===== config.mk =====
export PLATFORM = sky130hd
export DESIGN_NAME = serial_sub
export DESIGN_NICKNAME = d
export VERILOG_FILES = /design/src/rtl/serial_sub_pkg.sv /design/src/rtl/serial_sub_onebit.sv /design/src/rtl/serial_sub.sv
export SDC_FILE = /design/constraint.sdc
export NUM_CORES = 1
export LEC_CHECK = 0
export CAP_MARGIN = 10
export CORE_MARGIN = 4
export CORE_UTILIZATION = 35
export DETAILED_ROUTE_END_ITERATION = 8
export DONT_BUFFER_PORTS = 1
export HOLD_SLACK_MARGIN = 0.08
export SLEW_MARGIN = 20
export SYNTH_ARGS = -nofsm -noshare
export SYNTH_HDL_FRONTEND = slang
export SYNTH_SLANG_ARGS = --single-unit
export TNS_END_PERCENT = 1

===== constraint.sdc =====
create_clock -name clk -period 1.2 [get_ports clk]
set_input_delay 0.12 -clock clk [delete_from_list [all_inputs] [get_ports clk]]
set_output_delay 0.12 -clock clk [all_outputs]
set_load 0.01 [all_outputs]

===== src/rtl/serial_sub_pkg.sv =====
// Shared FSM encodings for the bit-serial subtractor.
package serial_sub_pkg;
  localparam int ST_W = 2;

  typedef enum logic [ST_W-1:0] {
    ST_IDLE = 2'd0,
    ST_RUN  = 2'd1,
    ST_DONE = 2'd2
  } state_t;
endpackage


===== src/rtl/serial_sub_onebit.sv =====
// Single-bit full subtractor cell: d = a - b - bin, bout set on borrow.
module onebit (
  input  logic i_a,
  input  logic i_b,
  input  logic i_bin,
  output logic o_d,
  output logic o_bout
);
  assign o_d    = i_a ^ i_b ^ i_bin;
  assign o_bout = (~i_a & i_b) | (~i_a & i_bin) | (i_b & i_bin);
endmodule


===== src/rtl/serial_sub.sv =====
// Bit-serial WIDTH-bit subtractor, LSB first, one onebit cell with a
// registered borrow loop and a start/busy/done handshake.
module serial_sub
  import serial_sub_pkg::*;
#(
  parameter int WIDTH = 2
) (
  input  logic             clk,
  input  logic             rst_n,
  input  logic             start,
  input  logic [WIDTH-1:0] a_in,
  input  logic [WIDTH-1:0] b_in,
  input  logic             bin,
  output logic             busy,
  output logic             done,
  output logic [WIDTH-1:0] diff,
  output logic             bout
);
  localparam int CW = $clog2(WIDTH + 1);

  state_t           r_state;
  logic [WIDTH-1:0] r_a_sr;
  logic [WIDTH-1:0] r_b_sr;
  logic [WIDTH-1:0] r_res;
  logic             r_brw;
  logic [CW-1:0]    r_cnt;
  logic [WIDTH-1:0] r_diff;
  logic             r_bout;

  logic             w_d;
  logic             w_bo;
  logic             w_last;
  logic [WIDTH-1:0] w_res_next;

  onebit u_cell (
    .i_a    (r_a_sr[0]),
    .i_b    (r_b_sr[0]),
    .i_bin  (r_brw),
    .o_d    (w_d),
    .o_bout (w_bo)
  );

  // New bit enters at the MSB; the oldest LSB falls off the bottom.
  assign w_res_next = WIDTH'({w_d, r_res} >> 1);
  assign w_last     = (r_cnt == CW'(WIDTH - 1));

  always_ff @(posedge clk or negedge rst_n) begin
    if (!rst_n) begin
      r_state <= ST_IDLE;
      r_a_sr  <= '0;
      r_b_sr  <= '0;
      r_res   <= '0;
      r_brw   <= 1'b0;
      r_cnt   <= '0;
      r_diff  <= '0;
      r_bout  <= 1'b0;
    end else begin
      case (r_state)
        ST_IDLE, ST_DONE: begin
          if (start) begin
            r_a_sr  <= a_in;
            r_b_sr  <= b_in;
            r_brw   <= bin;
            r_cnt   <= '0;
            r_state <= ST_RUN;
          end else begin
            r_state <= ST_IDLE;
          end
        end
        ST_RUN: begin
          r_res  <= w_res_next;
          r_a_sr <= r_a_sr >> 1;
          r_b_sr <= r_b_sr >> 1;
          r_brw  <= w_bo;
          r_cnt  <= r_cnt + CW'(1);
          if (w_last) begin
            r_diff  <= w_res_next;
            r_bout  <= w_bo;
            r_state <= ST_DONE;
          end
        end
        default: r_state <= ST_IDLE;
      endcase
    end
  end

  assign busy = (r_state == ST_RUN);
  assign done = (r_state == ST_DONE);
  assign diff = r_diff;
  assign bout = r_bout;
endmodule


==> impl_metrics.yaml <==
outcome:
  outcome: "finished clean"
cts:
  cts_tree: "built"
  htreeDepth: 1
  clock_latency_ns: 0.28
  cts_root_buf: "clkbuf_4"
  post_cts_buffers: 0
  clock-sinks: 13
  clk_pin_slew_ns: 0.08
  cts-buffers-inserted: 3
  cts_max_path_buffers: 2
final_layout:
  nFillCells: 157
  post-route-util: 0.4762
  drive_above_1_share: 0.3088
  layout.nets: 79
  final_area_um2: 813.3
  syn_to_final_growth_pct: 29.48
  final_cell_mix: "12 x dfrtp_1, 7 x dlygate4sd3_1, 6 x buf_4, 4 x o21ai_0"
  diodes: 0
  final_common_cell: "dfrtp_1"
critical_path:
  r2r_slack_ns: 0.02
  critPathSlowestCell: "fa_2"
  crit_chain: "inv_2, fa_2, mux2_4"
  required_ns: 1.37
  startpoint_type: "register"
  timing.critical_path.arrival_ns: 1.34
  cp_top_family: "adder cells"
  critical_path_class: "reg2reg"
  cpPeakStageDelay_ns: 0.39
  cp-end-kind: "register"
  worst-path-max-fanout: 2
  cp_num_buf_inv: 1
yosys:
  ys_ff_latch: 13
  yosysWarningCount: 0
  yosysSeqAreaShare: 0.5179
  async_reset_ff_frac: 1.000
  synth.distinct_cells: 24
  syn_inst: 53
  synth_top_cell_by_area: "dfrtp_1"
  netlist_area_um2: 628.1
  synth_top_cells_by_area: "dfrtp_1 52%, mux2i_1 4.8%, mux2_4 4.8%"
  syn_area_per_cell_um2: 11.85
  syn_nets: 63
  yosysTopAreaCellShare: 0.5179
  synth_edf_count: 0
  ys.flop_type: "dfrtp_1"
power_and_ir_drop:
  ir_drop_mv: 1.144
  leakagePower_nw: 0.3754
  p_per_area_mw_per_mm2: 2644
  p_total_mw: 2.150
sta:
  setup_slack_ns: 0.02235
  worst_pin_slew_ns: 0.5886
  period_share: 0.9814
  rsz0062_at_grt: "true"
  hold_violations: 0
  setup_viol: 0
  slew_violations: 0
  clock.fmax_mhz: 849.1
  skew_ns: 0.002113
  period_minus_slack_ns: 1.178
  relSlewSlack: 0.6063
  fin_tns_setup_ns: 0
place:
  pre_cts_ws_ns: -0.03035
  gp_congestion: 0.7306
  placed_cell_area_um2: 685.7
  portBuffers: 0
grt:
  grt_pass1_vias: 471
  grt_max_degree: 14
  grt_pass1_wl_um: 2242
  antenna_found_initial: 0
  gr-total-overflow: 0
  grt_util_all_layers: 0.1214
floorplanning:
  core-area_mm2: 0.001708
  dieArea_mm2: 0.002536
  num_io_pins: 13
  die_h_um: 50.36
  num_rows: 15
  start_util: 0.3678
  die_w_um: 50.36
routing:
  wire_per_inst_um: 13.41
  ant_nets: 0
  via_count: 443
  drc: 0
  wirelength_um: 1247
  drt_pass1_iterations: 4
  via_per_inst: 4.763
  drtIter0Drc: 5
hold_path:
  hold_path_class: "in2reg"
run:
  drv_cap: 0
worst register-to-register path, delay by kind of cell, from the launching register on:
family / cells / cell delay, ns
adder cells (fa/ha/maj): 1 / 0.39
flip-flops: 1 / 0.35
multiplexers: 1 / 0.27
buffers and inverters: 1 / 0.06
cell families after synthesis:
logic type | count (synthesis) | synth area share
multiplexers | 5 | 0.09562
AO/OA/AOI/OAI | 13 | 0.1315
flip-flops | 13 | 0.5179
adder cells (fa/ha/maj) | 2 | 0.05179
AND/OR/NAND/NOR | 12 | 0.1295
buffers and inverters | 7 | 0.05977
XOR/XNOR | 1 | 0.01395
area by class of cell:
cell class	instances	area, µm²	area share
sequential	13	326.6	0.4015
multi-input combinational	33	295.3	0.3631
timing repair buffer	13	115.1	0.1415
tap	25	31.28	0.03846
clock buffer	4	26.28	0.03231
inverter	5	18.77	0.02308
cell usage after synthesis (2+ instances only):
library cell / number
o21ai_0: 5
dfrtp_1: 13
nand3_1: 2
a21oi_1: 2
nor2b_1: 3
inv_1: 5
nand2_1: 2
mux2i_1: 3
a211oi_1: 2
mux2_4: 2
final timing paths:
path	start	depth (start not counted)	endpoint
setup / recovery	r_a_sr[0]	3	bout
hold / removal	start	2	r_a_sr[1]
setup reg to reg	r_a_sr[0]	3	bout
hold reg to reg	r_res[1]	2	r_res[1]
max in group asynchronous	rst_n	1	r_state[0]
min in group asynchronous	rst_n	1	r_brw
per-stage QoR:
step,cells,hold slack (ns)
after floorplan,53,-0.1756
after global placement,82,-0.1753
after detailed placement,82,-0.1753
after CTS,93,0.08072
after global routing,93,0.1307
final,93,0.07394
repair_timing:
action                                  in CTS  in global routing
endpoints found under the hold margin       19                  0
pin swaps                                    1                  0
gates resized for setup                      3                  8
endpoints found under the setup margin       3                  7
hold buffers                                 7                  0
state kept, by name, summed over array words and instances, names as in the netlist:
name     flops
r_res        1
r_state      2
r_b_sr       2
diff         2
r_a_sr       2
r_cnt        2
bout         1
r_brw        1
power breakdown:
part           internal, mW  switching [mW]  total (mW)
Combinational         0.567           0.460        1.03
Sequential            0.655           0.201       0.856
Clock                 0.129           0.139       0.267
routing by layer:
layer | global-route usage | vias up | share of wire
met5 | 0 | - | 0
met4 | 0.04036 | 0 | 0.026
met3 | 0.06231 | 4 | 0.068
met2 | 0.1870 | 15 | 0.48
met1 | 0.1455 | 209 | 0.43
li1 | - | 215 | -
(Power assumes the default switching activity.)
